$ cat src/rtl/flash_program_sequencer.sv
// Programmable LED thermometer sequencer: walks a stored table of (hi, lo) bounds.
// Optional freeze input enabled by defining FLASHER_PAUSE_EN.
module flash_program_sequencer #(
   parameter int STEPS    = 6,
   parameter int PRESCALE = 4,
   parameter int FLICK_PT = 6
) (
   input  logic        clk,
   input  logic        reset,
   input  logic        cfg_we,
   input  logic [2:0]  cfg_addr,
   input  logic [4:0]  cfg_hi,
   input  logic [4:0]  cfg_lo,
   input  logic        cfg_len_we,
   input  logic [2:0]  cfg_len,
   input  logic        start,
   input  logic        flick,
`ifdef FLASHER_PAUSE_EN
   input  logic        pause,
`endif
   output logic [15:0] LED,
   output logic        busy,
   output logic        done
);

   localparam int PW = (PRESCALE > 1) ? $clog2(PRESCALE) : 1;
   localparam logic [PW-1:0] PRE_MAX  = PW'(PRESCALE - 1);
   localparam logic [3:0]    LP_STEPS = 4'(STEPS);
   localparam logic [4:0]    LP_FLICK = 5'(FLICK_PT);

   typedef enum logic [1:0] {S_IDLE, S_UP, S_DOWN} state_t;

   state_t          r_state, w_state_nxt;
   logic [4:0]      r_count, w_count_nxt;
   logic [2:0]      r_idx, w_idx_nxt;
   logic [PW-1:0]   r_pre, w_pre_nxt;
   logic            r_busy, w_busy_nxt;
   logic            r_done, w_done_nxt;
   logic [15:0]     r_led;
   logic [3:0]      r_len;
   logic [4:0]      r_hi [STEPS];
   logic [4:0]      r_lo [STEPS];

   logic            w_pause;
   logic            w_tick;
   logic            w_last;
   logic            w_flick_ok;
   logic            w_idle;
   logic            w_tbl_wr;
   logic [4:0]      w_hi_cur;
   logic [4:0]      w_lo_cur;
   logic [4:0]      w_hi_clip;
   logic [4:0]      w_lo_clip;
   logic [3:0]      w_len_clip;

`ifdef FLASHER_PAUSE_EN
   assign w_pause = pause;
`else
   assign w_pause = 1'b0;
`endif

   function automatic logic [4:0] f_clip16(input logic [4:0] v);
      return (v > 5'd16) ? 5'd16 : v;
   endfunction

   function automatic logic [15:0] f_therm(input logic [4:0] c);
      logic [16:0] t;
      t = (17'd1 << c) - 17'd1;
      return t[15:0];
   endfunction

   assign w_idle     = (r_state == S_IDLE);
   assign w_tbl_wr   = cfg_we && w_idle && ({1'b0, cfg_addr} < LP_STEPS);
   assign w_hi_clip  = f_clip16(cfg_hi);
   assign w_lo_clip  = f_clip16(cfg_lo);
   assign w_len_clip = (cfg_len == 3'd0) ? 4'd1 :
                       (({1'b0, cfg_len} > LP_STEPS) ? LP_STEPS : {1'b0, cfg_len});

   assign w_hi_cur   = r_hi[r_idx];
   assign w_lo_cur   = r_lo[r_idx];
   assign w_tick     = (r_pre == PRE_MAX);
   assign w_last     = ({1'b0, r_idx} == (r_len - 4'd1));
   // Re-climb is only offered at the bottom or the flick point, and never on the final step.
   assign w_flick_ok = flick && !w_last && ((r_count == 5'd0) || (r_count == LP_FLICK));

   always_comb begin
      w_state_nxt = r_state;
      w_count_nxt = r_count;
      w_idx_nxt   = r_idx;
      w_pre_nxt   = r_pre;
      w_busy_nxt  = r_busy;
      w_done_nxt  = 1'b0;
      if (!w_pause) begin
         case (r_state)
            S_IDLE: begin
               w_pre_nxt = '0;
               if (start || flick) begin
                  w_state_nxt = S_UP;
                  w_idx_nxt   = 3'd0;
                  w_count_nxt = 5'd0;
                  w_busy_nxt  = 1'b1;
               end
            end
            S_UP: begin
               w_pre_nxt = w_tick ? '0 : r_pre + PW'(1);
               if (w_tick) begin
                  if (r_count < w_hi_cur) w_count_nxt = r_count + 5'd1;
                  else                    w_state_nxt = S_DOWN;
               end
            end
            S_DOWN: begin
               w_pre_nxt = w_tick ? '0 : r_pre + PW'(1);
               // An accepted flick discards a coincident tick.
               if (w_flick_ok) begin
                  w_state_nxt = S_UP;
                  w_pre_nxt   = '0;
               end else if (w_tick) begin
                  if (r_count > w_lo_cur) begin
                     w_count_nxt = r_count - 5'd1;
                  end else if (w_last) begin
                     w_state_nxt = S_IDLE;
                     w_count_nxt = 5'd0;
                     w_idx_nxt   = 3'd0;
                     w_pre_nxt   = '0;
                     w_busy_nxt  = 1'b0;
                     w_done_nxt  = 1'b1;
                  end else begin
                     w_idx_nxt   = r_idx + 3'd1;
                     w_state_nxt = S_UP;
                  end
               end
            end
            default: begin
               w_state_nxt = S_IDLE;
               w_count_nxt = 5'd0;
               w_idx_nxt   = 3'd0;
               w_pre_nxt   = '0;
               w_busy_nxt  = 1'b0;
            end
         endcase
      end
   end

   always_ff @(posedge clk) begin
      if (reset) begin
         r_state <= S_IDLE;
         r_count <= 5'd0;
         r_idx   <= 3'd0;
         r_pre   <= '0;
         r_busy  <= 1'b0;
         r_done  <= 1'b0;
         r_led   <= 16'h0000;
         r_len   <= 4'd3;
         for (int i = 0; i < STEPS; i++) begin
            r_hi[i] <= 5'd0;
            r_lo[i] <= 5'd0;
         end
         r_hi[0] <= 5'd16;
         r_lo[0] <= 5'd0;
         r_hi[1] <= 5'd11;
         r_lo[1] <= 5'd5;
         r_hi[2] <= 5'd6;
         r_lo[2] <= 5'd0;
      end else begin
         r_state <= w_state_nxt;
         r_count <= w_count_nxt;
         r_idx   <= w_idx_nxt;
         r_pre   <= w_pre_nxt;
         r_busy  <= w_busy_nxt;
         r_done  <= w_done_nxt;
         r_led   <= f_therm(w_count_nxt);
         if (w_tbl_wr) begin
            r_hi[cfg_addr] <= w_hi_clip;
            r_lo[cfg_addr] <= w_lo_clip;
         end
         if (cfg_len_we && w_idle) r_len <= w_len_clip;
      end
   end

   assign LED  = r_led;
   assign busy = r_busy;
   assign done = r_done;

endmodule
$ cat config.mk
export PLATFORM = sky130hd
export DESIGN_NAME = flash_program_sequencer
export DESIGN_NICKNAME = d
export VERILOG_FILES = /design/src/rtl/flash_program_sequencer.sv
export SDC_FILE = /design/constraint.sdc
export NUM_CORES = 1
export LEC_CHECK = 0
export CORE_MARGIN = 5
export CORE_UTILIZATION = 40
export DETAILED_ROUTE_END_ITERATION = 10
export GPL_TIMING_DRIVEN = 0
export PLACE_DENSITY_LB_ADDON = 0.05
export RECOVER_POWER = 50
export SETUP_SLACK_MARGIN = 0.15
export SLEW_MARGIN = 10
export SYNTH_ARGS = -nofsm -noshare
export SYNTH_HDL_FRONTEND = slang
export SYNTH_SLANG_ARGS = --single-unit
$ cat constraint.sdc
create_clock -name clk -period 5 [get_ports clk]
set_input_delay 1 -clock clk [delete_from_list [all_inputs] [get_ports clk]]
set_output_delay 1 -clock clk [all_outputs]
set_load 0.03 [all_outputs]
==> impl_metrics.ini <==
[critical_path]
cp-end-kind = register
rr_worst_depth = 19
path_class = reg2reg
crit_arrival_ps = 5000
crit_required_ps = 5320
worstSetupStartpointType = register
path_max_fanout = 10

[cells_and_area]
antenna_cells = 0
syn_to_final_growth_pct = 27.3
nets = 627
final_core_util_pct = 52.5
fin_area_um2 = 7340
nFillCells = 1274
drive_above_1_share_pct = 17.9

[placed_design]
dp_hpwl_mm = 9.54
gp_congestion = 0.857
io_buffers = 39
placed_cell_area_um2 = 6450

[logic_synthesis]
synth_ff_type = edfxtp_1
seq_area_frac_synth_pct = 54.2
synth_top_area_share_pct = 41.7
synth_cells = 503
synth_warnings = 0
yosys_register_bits = 116
synthDistinctLibCells = 65
synth_edf_count = 80
syn_area_per_cell_um2 = 11.5
yosys.area.top_type = edfxtp_1
synthTopCellsByArea = edfxtp_1 42%, dfxtp_1 13%, mux4_2 7.0%
synthArstFlopShare_pct = 0
synth_area_um2 = 5760

[clock_network]
htree_levels = 4
cts_buffers = 17
ctsLongestPathBuffers = 2
clk_latency_ps = 420
cts.sinks = 116
cts_tree = done
hold_buffers = 0
cts_root_buf = clkbuf_16
clk_pin_slew_ps = 60

[job]
cap_violations = 0

[timing]
whs_ps = 422
setup_tns_ps = 0
setup_violations = 0
slew_violations = 0
min_period_ps = 4680
finalHoldViolCount = 0
worstMarginPinSlew_ps = 898
max_clock_freq_mhz = 214
fin_crit_sh_pct = 93.5
rsz0062_at_grt = yes
skew_ps = 10.0
slew_headroom_pct = 40.0

[global_routing]
grt_pass1_vias = 4151
grtUsageTotal_pct = 17.3
grt_max_degree = 17
antenna_found_initial = 0
grt_pass1_wl_mm = 21.8
overflow = 0

[power]
cellLeakagePower_nw = 2.69
p_switching_mw = 0.727
ir_drop_mv = 0.212
pwr-share-clk_pct = 44.8
seq_power_share_pct = 39.4
finalPower_mw = 2.82
p_int_mw = 2.09
comb_power_share_pct = 15.8
switching_share_pct = 25.8
powerDensity_nw_per_um2 = 384

[routing]
drt-initial-drc-count = 350
vias = 4130
drt_wl_total_mm = 13.9
via_per_inst = 5.32
route.detailed.drc = 0
routedWlPerCell_um = 17.9
first_pass_iters = 5
antenna_left = 0

[floorplan]
die_area_um2 = 16900
die_y_um = 130
die_x_um = 130
start_util_pct = 41.2
rows = 43
core-area_um2 = 14000
ios = 40

[hold_path]
hp-class = reg2reg
min_path_cells = 1

[status]
status = finished clean
## final cells by class
type / count / area (um^2) / area share [%]
sequential: 116 / 3120 / 42.6
timing repair buffer: 44 / 428 / 5.83
multi-input combinational: 354 / 2680 / 36.5
clock buffer: 17 / 425 / 5.80
buffer: 24 / 169 / 2.30
clock inverter: 14 / 185 / 2.52
tap: 180 / 225 / 3.07
inverter: 28 / 105 / 1.43
## timing repair
action | CTS | global route
pin swaps | 2 | 9
setup buffers | 1 | 4
gates resized for setup | 28 | 28
endpoints found under the setup margin | 11 | 6
## registers in the layout (all words and copies together) (netlist names), named ones only
name and count:
r_lo 40, r_hi 40, LED 16, r_idx 3
r_len 3, r_pre 2, busy 1, r_state 2
done 1, r_count 5
## stage by stage
step / setup WS, ps / instances
2_1_floorplan: 168 / 522
3_3_place_gp: -947 / 741
3_5_place_dp: -952 / 741
4_1_cts: 178 / 773
5_1_grt: 101 / 777
6_report: 325 / 777
## placed cells by master (no fill, tap or decap), types with 8 or more instances in the layout
cell type and instances:
dlygate4sd3_1 21, conb_1 20, edfxtp_1 80, nand4_1 8, inv_1 25, nand3_1 14
dfxtp_1 35, mux2i_1 9, a21oi_1 12, clkdlybuf4s50_1 18, clkbuf_16 17, o21ai_0 9
nor2_1 81, ha_1 18, mux4_2 18, clkbuf_1 14, nand2_1 36, nor3_1 9
nand2b_1 9
## synthesized netlist by cell type (2+ instances only)
library cell	instances
dfxtp_1	36
a211o_1	2
mux2_2	5
inv_1	26
mux2i_1	15
ha_1	20
or2_2	2
nand2_1	36
nor2_1	82
and3_1	4
nand2b_1	10
a41oi_1	3
mux4_2	18
nor3b_1	5
or3_1	4
o211ai_1	4
a21oi_1	14
or4_1	2
o2111ai_1	2
a31oi_1	7
edfxtp_1	80
clkinv_1	2
nand3_1	15
o21a_1	3
buf_1	2
o21ai_0	10
nand4_1	8
and2_1	7
nor2b_1	7
a211oi_1	4
xnor2_1	5
clkbuf_1	17
a2111oi_0	3
o31ai_1	2
nor3_1	9
buf_2	3
## path summary, 6_finish.rpt
path                            start                   to  slack [ps]
setup reg to reg             register   LED[14]$_SDFF_PP0_         320
hold / removal    r_pre[0]$_SDFF_PP0_  r_pre[0]$_SDFF_PP0_         420
setup / recovery             register   LED[14]$_SDFF_PP0_         320
hold reg to reg   r_pre[0]$_SDFF_PP0_  r_pre[0]$_SDFF_PP0_         420
## critical path, stage by stage (launching register included)
cell      delay (ps)
dfxtp_2          370
buf_12           160
buf_12           160
mux4_2           540
mux2i_4          190
ha_4             250
a41oi_2          240
nand3_1          150
or4_1            480
nand4_1           90
a31oi_1           50
and3_4           200
and2_1           150
clkbuf_4         180
a31oi_4          180
ha_1             170
clkbuf_4         190
inv_2             80
or4_1            520
a31oi_1          210
## cells by family (layout without fill, tap and decap cells)
group / count (synthesis) / after routing / synth area share [%]
adders and majority gates: 20 / 20 / 4.34
AOI/OAI and AO/OA: 70 / 70 / 9.12
and+or+nand+nor: 200 / 200 / 16.9
muxes: 38 / 38 / 10.6
buffers and inverters: 52 / 127 / 3.86
other: 1 / 20 / 0.0651
DFF: 116 / 116 / 54.2
xor gates and xnor gates: 6 / 6 / 0.912
## power by group through the flow
stage	clock network [mW]	logic (mW)	registers, mW
after CTS	1.28	0.431	1.11
after floorplan	0	0.288	1.13
after global placement	0	0.410	1.13
after detailed placement	0	0.413	1.13
after global routing	1.33	0.488	1.12
final	1.26	0.444	1.11
## routing by layer
layer | track usage [%] | vias up | routed length (um)
li1 | - | 1999 | -
met1 | 20.8 | 1997 | 5970
met2 | 30.0 | 115 | 7100
met3 | 3.93 | 19 | 597
met4 | 6.66 | 0 | 229
met5 | 0 | - | 0
No activity file was read; power rests on OpenSTA's default activity.
